==> src/rtl/regfile_read_scoreboard.sv <==
// regfile_read_scoreboard
// Architectural register file for a two-wide machine: two writeback ports,
// four registered read ports with same-cycle write bypass, and a per-register
// busy (pending producer) bit maintained from dispatch allocations and writebacks.
module regfile_read_scoreboard #(
  parameter int DATA_W = 16,
  parameter int NREG   = 8,
  parameter int AW     = 3
) (
  input  logic              clock_i,
  input  logic              reset_ni,
  // writeback port 0 (older instruction)
  input  logic              wr_en0_i,
  input  logic [AW-1:0]     wr_addr0_i,
  input  logic [DATA_W-1:0] wr_data0_i,
  // writeback port 1 (younger instruction)
  input  logic              wr_en1_i,
  input  logic [AW-1:0]     wr_addr1_i,
  input  logic [DATA_W-1:0] wr_data1_i,
  // dispatch destination claims
  input  logic              alloc_en0_i,
  input  logic [AW-1:0]     alloc_addr0_i,
  input  logic              alloc_en1_i,
  input  logic [AW-1:0]     alloc_addr1_i,
  // operand fetch
  input  logic [3:0]        rd_req_i,
  input  logic [AW-1:0]     rd_addr0_i,
  input  logic [AW-1:0]     rd_addr1_i,
  input  logic [AW-1:0]     rd_addr2_i,
  input  logic [AW-1:0]     rd_addr3_i,
  output logic [DATA_W-1:0] rd_data0_o,
  output logic [DATA_W-1:0] rd_data1_o,
  output logic [DATA_W-1:0] rd_data2_o,
  output logic [DATA_W-1:0] rd_data3_o,
  output logic              rd_valid0_o,
  output logic              rd_valid1_o,
  output logic              rd_valid2_o,
  output logic              rd_valid3_o,
  output logic [NREG-1:0]   busy_o
);

  localparam int NPORT = 4;

  // Architectural state
  logic [DATA_W-1:0] regs_q [NREG];
  logic [NREG-1:0]   busy_q;
  logic [NREG-1:0]   busy_d;

  // Read-port plumbing, gathered into arrays so the ports share one code path
  logic [AW-1:0]     rd_addr   [NPORT];
  logic [DATA_W-1:0] rd_data_d [NPORT];
  logic [DATA_W-1:0] rd_data_q [NPORT];
  logic [NPORT-1:0]  rd_valid_d;
  logic [NPORT-1:0]  rd_valid_q;

  assign rd_addr[0] = rd_addr0_i;
  assign rd_addr[1] = rd_addr1_i;
  assign rd_addr[2] = rd_addr2_i;
  assign rd_addr[3] = rd_addr3_i;

  // Register writes; port 1 is issued second so it wins on an address collision
  always_ff @(posedge clock_i or negedge reset_ni) begin
    if (!reset_ni) begin
      for (int r = 0; r < NREG; r++) begin
        regs_q[r] <= '0;
      end
    end else begin
      if (wr_en0_i) regs_q[wr_addr0_i] <= wr_data0_i;
      if (wr_en1_i) regs_q[wr_addr1_i] <= wr_data1_i;
    end
  end

  // Next busy vector: writebacks clear, allocations set afterwards so a new
  // producer claimed in the same cycle as an older result keeps the bit set
  always_comb begin
    busy_d = busy_q;
    for (int r = 0; r < NREG; r++) begin
      if ((wr_en0_i && (wr_addr0_i == AW'(r))) ||
          (wr_en1_i && (wr_addr1_i == AW'(r)))) begin
        busy_d[r] = 1'b0;
      end
      if ((alloc_en0_i && (alloc_addr0_i == AW'(r))) ||
          (alloc_en1_i && (alloc_addr1_i == AW'(r)))) begin
        busy_d[r] = 1'b1;
      end
    end
  end

  // Busy register
  always_ff @(posedge clock_i or negedge reset_ni) begin
    if (!reset_ni) begin
      busy_q <= '0;
    end else begin
      busy_q <= busy_d;
    end
  end

  // Operand source select per port: younger writeback, then older writeback,
  // then the stored value whose validity comes from the pre-alloc busy bit
  always_comb begin
    for (int k = 0; k < NPORT; k++) begin
      rd_data_d[k]  = regs_q[rd_addr[k]];
      rd_valid_d[k] = ~busy_q[rd_addr[k]];
      if (wr_en0_i && (wr_addr0_i == rd_addr[k])) begin
        rd_data_d[k]  = wr_data0_i;
        rd_valid_d[k] = 1'b1;
      end
      if (wr_en1_i && (wr_addr1_i == rd_addr[k])) begin
        rd_data_d[k]  = wr_data1_i;
        rd_valid_d[k] = 1'b1;
      end
    end
  end

  // Read-port output registers; idle ports keep their data but drop valid
  always_ff @(posedge clock_i or negedge reset_ni) begin
    if (!reset_ni) begin
      for (int k = 0; k < NPORT; k++) begin
        rd_data_q[k] <= '0;
      end
      rd_valid_q <= '0;
    end else begin
      for (int k = 0; k < NPORT; k++) begin
        if (rd_req_i[k]) begin
          rd_data_q[k]  <= rd_data_d[k];
          rd_valid_q[k] <= rd_valid_d[k];
        end else begin
          rd_valid_q[k] <= 1'b0;
        end
      end
    end
  end

  assign rd_data0_o  = rd_data_q[0];
  assign rd_data1_o  = rd_data_q[1];
  assign rd_data2_o  = rd_data_q[2];
  assign rd_data3_o  = rd_data_q[3];
  assign rd_valid0_o = rd_valid_q[0];
  assign rd_valid1_o = rd_valid_q[1];
  assign rd_valid2_o = rd_valid_q[2];
  assign rd_valid3_o = rd_valid_q[3];
  assign busy_o      = busy_q;

endmodule
==> config.mk <==
export PLATFORM = sky130hd
export DESIGN_NAME = regfile_read_scoreboard
export DESIGN_NICKNAME = d
export VERILOG_FILES = /design/src/rtl/regfile_read_scoreboard.sv
export SDC_FILE = /design/constraint.sdc
export NUM_CORES = 1
export LEC_CHECK = 0
export CORE_ASPECT_RATIO = 1.25
export CORE_MARGIN = 1.5
export CORE_UTILIZATION = 63
export CTS_CLUSTER_DIAMETER = 50
export DETAILED_ROUTE_END_ITERATION = 7
export PLACE_DENSITY_LB_ADDON = 0.1
export SLEW_MARGIN = 40
export SYNTH_ARGS = -nofsm -noshare
export SYNTH_HDL_FRONTEND = slang
export SYNTH_SLANG_ARGS = --single-unit
==> constraint.sdc <==
create_clock -name clock_i -period 2 [get_ports clock_i]
set_input_delay 0.4 -clock clock_i [delete_from_list [all_inputs] [get_ports clock_i]]
set_output_delay 0.4 -clock clock_i [all_outputs]
set_load 0.005 [all_outputs]
==> run_results.csv <==
group,metric,value,unit
synthesis,synth_ff_type,"sky130_fd_sc_hd__dfrtp_1",
routing,detail_route.wl_per_cell,27.3,µm
critical_path,worst_setup_path_start_kind,"flop",
sta,final_max_slew_viol_count,0,
cells_and_area,instances_no_fill,1999,
routing,routedLengthMet1,20.2,mm
sta,finalCritPeriodShare,99.1,%
cells_and_area,syn_to_final_growth,23.2,%
routing,finalWirelength,54.6,mm
critical_path,crit_type,"flop to output port",
grt,grt_pass1_wl,83.0,mm
sta,fin_skew,14.3,ps
cells_and_area,final_layout_size_suffix_gt1_share,17.2,%
cells_and_area,antennaDiodeCount,0,
job,maxCapViolCount,0,
synthesis,synth_seq_cells,204,
synthesis,synth-seq-area-share,34.4,%
sta,period_needed,1980,ps
critical_path,critPathCaptureType,"output port",
die,floorplan.initialDensity,64.4,%
critical_path,worstRegToRegCells,5,
synthesis,distinct_cells_synth,42,
die,fp-row-count,62,
power_and_ir_drop,p_sw,5560,µW
synthesis,yosysWarnings,0,
clock_network,tritoncts,"built",
synthesis,synth_enable_flop_cells,0,
cells_and_area,most_common_library_cell_in_the_layout_ignoring_fill_and_taps,"sky130_fd_sc_hd__mux2i_1",
synthesis,avgSynthCellArea,9.59,µm²
power_and_ir_drop,power.combinational.fraction,33.2,%
place,portBuffers,141,
worst_hold_path,min_delay_worst_type,"primary input to async pin",
cells_and_area,stdcell_area,0.0183,mm²
synthesis,postSynthCellCount,1548,
die,die-width,140,µm
cells_and_area,mostFrequentLayoutCells,"sky130_fd_sc_hd__mux2i_1 (336), sky130_fd_sc_hd__dfrtp_1 (204), sky130_fd_sc_hd__a21oi_1 (160), sky130_fd_sc_hd__clkdlybuf4s50_1 (135), sky130_fd_sc_hd__buf_4 (122)",
synthesis,synthesized_area_fraction_occupied_by_ao_oa_aoi_and_oai_cells,18.9,%
cells_and_area,final_core_util,79.4,%
grt,globalRoute.totalOverflow,0,
grt,vias_in_the_first_global_route,13900,
power_and_ir_drop,intPower,10300,µW
routing,top_layer,"met4",
sta,rsz0062_at_grt,"false",
grt,antenna_found_initial,1,
clock_network,ctsRootBufferMaster,"sky130_fd_sc_hd__clkbuf_16",
place,postPlaceCellArea,0.0175,mm²
critical_path,count_of_cell_instances_traversed_by_the_critical_path,1,
routing,drt-initial-drc-count,2167,
place,dpl.cell_count,1957,
power_and_ir_drop,pwr_density_cell,869,mW/mm²
power_and_ir_drop,static-leakage-power,0.00812,µW
place,place.gp.congestion,1.02,
synthesis,synth-xor-area-share,1.42,%
synthesis,syn_area,0.0148,mm²
power_and_ir_drop,swShare,35.0,%
clock_network,cts.sinks,204,
critical_path,critical_path.max_fanout,6,
clock_network,cts-buffers-inserted,24,
die,dieArea,0.0245,mm²
power_and_ir_drop,total_power,15900,µW
power_and_ir_drop,vdd.ir_drop.worst,1010,µV
place,place.detailed.hpwl,38.1,mm
sta,finalHoldViolations,0,
sta,timing.max_slew.rel_slack,51.9,%
routing,detailroute.wirelength.met3,8.09,mm
synthesis,postSynthNetCount,1614,
synthesis,synth_top_family_by_area,"multiplexers",
grt,grt_usage,44.6,%
sta,post-route-worst-setup-slack,18.1,ps
clock_network,clk_transition_reported_paths,60,ps
routing,drt_first_pass_iters,6,
sta,fmax,0.505,GHz
critical_path,worst_ep_required_time,1600,ps
synthesis,synthArstFlopShare,100,%
clock_network,cts-root-to-sink-buffers,3,
critical_path,cpLargestDelayFamily,"buffers and inverters",
routing,vias,14500,
clock_network,h-tree-depth,1,
place,pre_cts_slack,-303,ps
clock_network,post-cts-setup-buffers,0,
routing,drt-vias-per-instance,7.25,
cells_and_area,layout.nets,1762,
sta,tightest_slew,719,ps
power_and_ir_drop,pwr-share-seq,39.3,%
synthesis,post_synth_and_or_nand_nor_area_fraction,10.0,%
die,floorplan.die.height,175,µm
critical_path,worstPathCellList,"clkdlybuf4s50_1",
sta,final-setup-viol-count,0,
clock_network,clock_insertion_delay_worst_skew,530,ps
status,run_status,"finished clean",
synthesis,synth.mux.area_fraction,29.0,%
critical_path,critPathMaxStageDelay,560,ps
critical_path,worstPathArrival,1580,ps
critical_path,critical_path.slowest_cell,"sky130_fd_sc_hd__clkdlybuf4s50_1",
grt,grt_max_degree,49,
die,design.core.area,0.0230,mm²
synthesis,synth_adder_area_share,0,%
routing,drc,0,
power_and_ir_drop,clock_power_share,27.5,%
die,num_io_pins,142,
critical_path,cp.buffers_inverters,1,
routing,antenna_left,0,
routing,met2RoutedLength,23.2,mm
-- flip-flops by register name, summed over array words and instances, names as in the netlist --
name	cells
busy_o	8
rd_data0_o	16
rd_data1_o	16
rd_data2_o	16
rd_data3_o	16
rd_valid_q	4
regs_q	128
-- cell type report --
type                    instances  area (µm²)
multi-input cells            1143        8840
clock buffers                  31         678
well taps                     288         360
flip-flops and latches        204        5100
inverters                      21        78.8
repair buffers                302        3120
fillers                      1517        4760
clock inverters                10        97.6
-- kinds of logic (layout without fill, tap and decap cells) --
family,after synthesis,in the layout
and+or+nand+nor,323,323
AOI/OAI and AO/OA,416,416
buffers and inverters,201,364
xor gates and xnor gates,24,24
muxes,380,380
DFF,204,204
-- Yosys cell counts (4+ instances only) --
cell                         n  area (µm²)
sky130_fd_sc_hd__nand4b_1    6        52.6
sky130_fd_sc_hd__o211a_1    16         160
sky130_fd_sc_hd__a21oi_1   160         801
sky130_fd_sc_hd__nor3_1      5        25.0
sky130_fd_sc_hd__o221ai_1    6        52.6
sky130_fd_sc_hd__o21ai_0    59         295
sky130_fd_sc_hd__dfrtp_1   204        5100
sky130_fd_sc_hd__buf_1       5        18.8
sky130_fd_sc_hd__mux4_2     40         901
sky130_fd_sc_hd__a22oi_1    96         721
sky130_fd_sc_hd__inv_1      20        75.1
sky130_fd_sc_hd__buf_6       8        90.1
sky130_fd_sc_hd__clkbuf_1  102         383
sky130_fd_sc_hd__buf_4      11        82.6
sky130_fd_sc_hd__buf_2      54         270
sky130_fd_sc_hd__o21ai_1     5        25.0
sky130_fd_sc_hd__and4_1      4        35.0
sky130_fd_sc_hd__o22ai_1    21         131
sky130_fd_sc_hd__nor2_1     87         327
sky130_fd_sc_hd__nor2b_1     6        37.5
sky130_fd_sc_hd__o22ai_2    27         338
sky130_fd_sc_hd__mux2_2      4        45.0
sky130_fd_sc_hd__nand2_1   118         443
sky130_fd_sc_hd__nand3_1    68         340
sky130_fd_sc_hd__nand4_1     7        43.8
sky130_fd_sc_hd__nand2b_1    9        56.3
sky130_fd_sc_hd__xor2_1      9        78.8
sky130_fd_sc_hd__a31oi_1    17         106
sky130_fd_sc_hd__mux2i_1   336        3360
sky130_fd_sc_hd__xnor2_1    15         131
-- timing repair --
action	in CTS	in global routing
hold endpoints to repair	41	0
hold buffers	1	0
resized for setup	0	0
-- routing by layer --
metal,up-vias,GRT usage (%)
met5,-,0
met1,6892,60.9
met4,0,20.4
li1,6024,-
met2,1302,65.9
met3,279,12.9
-- final timing paths --
path                                               to  slack, ps                        from
max in group asynchronous   rd_data0_o[8]$_DFFE_PN0P_        960                    reset_ni
min in group clock_i          rd_valid_q[2]$_DFF_PN0_        540               rd_addr2_i[1]
hold / removal                  busy_o[1]$_DFFE_PN0P_        390                    reset_ni
setup / recovery                            busy_o[2]         20       busy_o[2]$_DFFE_PN0P_
setup reg to reg            rd_data0_o[4]$_DFFE_PN0P_        350        regs_q[20]$_DFF_PN0_
hold reg to reg            rd_data2_o[12]$_DFFE_PN0P_        580  rd_data2_o[12]$_DFFE_PN0P_
-- power groups by stage --
stage	registers, µW	clock network (µW)	logic (µW)
2_1_floorplan	5870	0	3000
3_3_place_gp	6150	0	4940
3_5_place_dp	6220	0	5110
4_1_cts	6160	4360	5150
5_1_grt	6310	4550	5630
6_report	6240	4370	5280
-- stage by stage --
step           hold slack, ps  setup TNS, ps
6_report                  395              0
5_1_grt                   436              0
4_1_cts                   409              0
3_5_place_dp              382         -31500
3_3_place_gp              377         -28690
2_1_floorplan             104              0
Power figures use the tool's default switching activity.
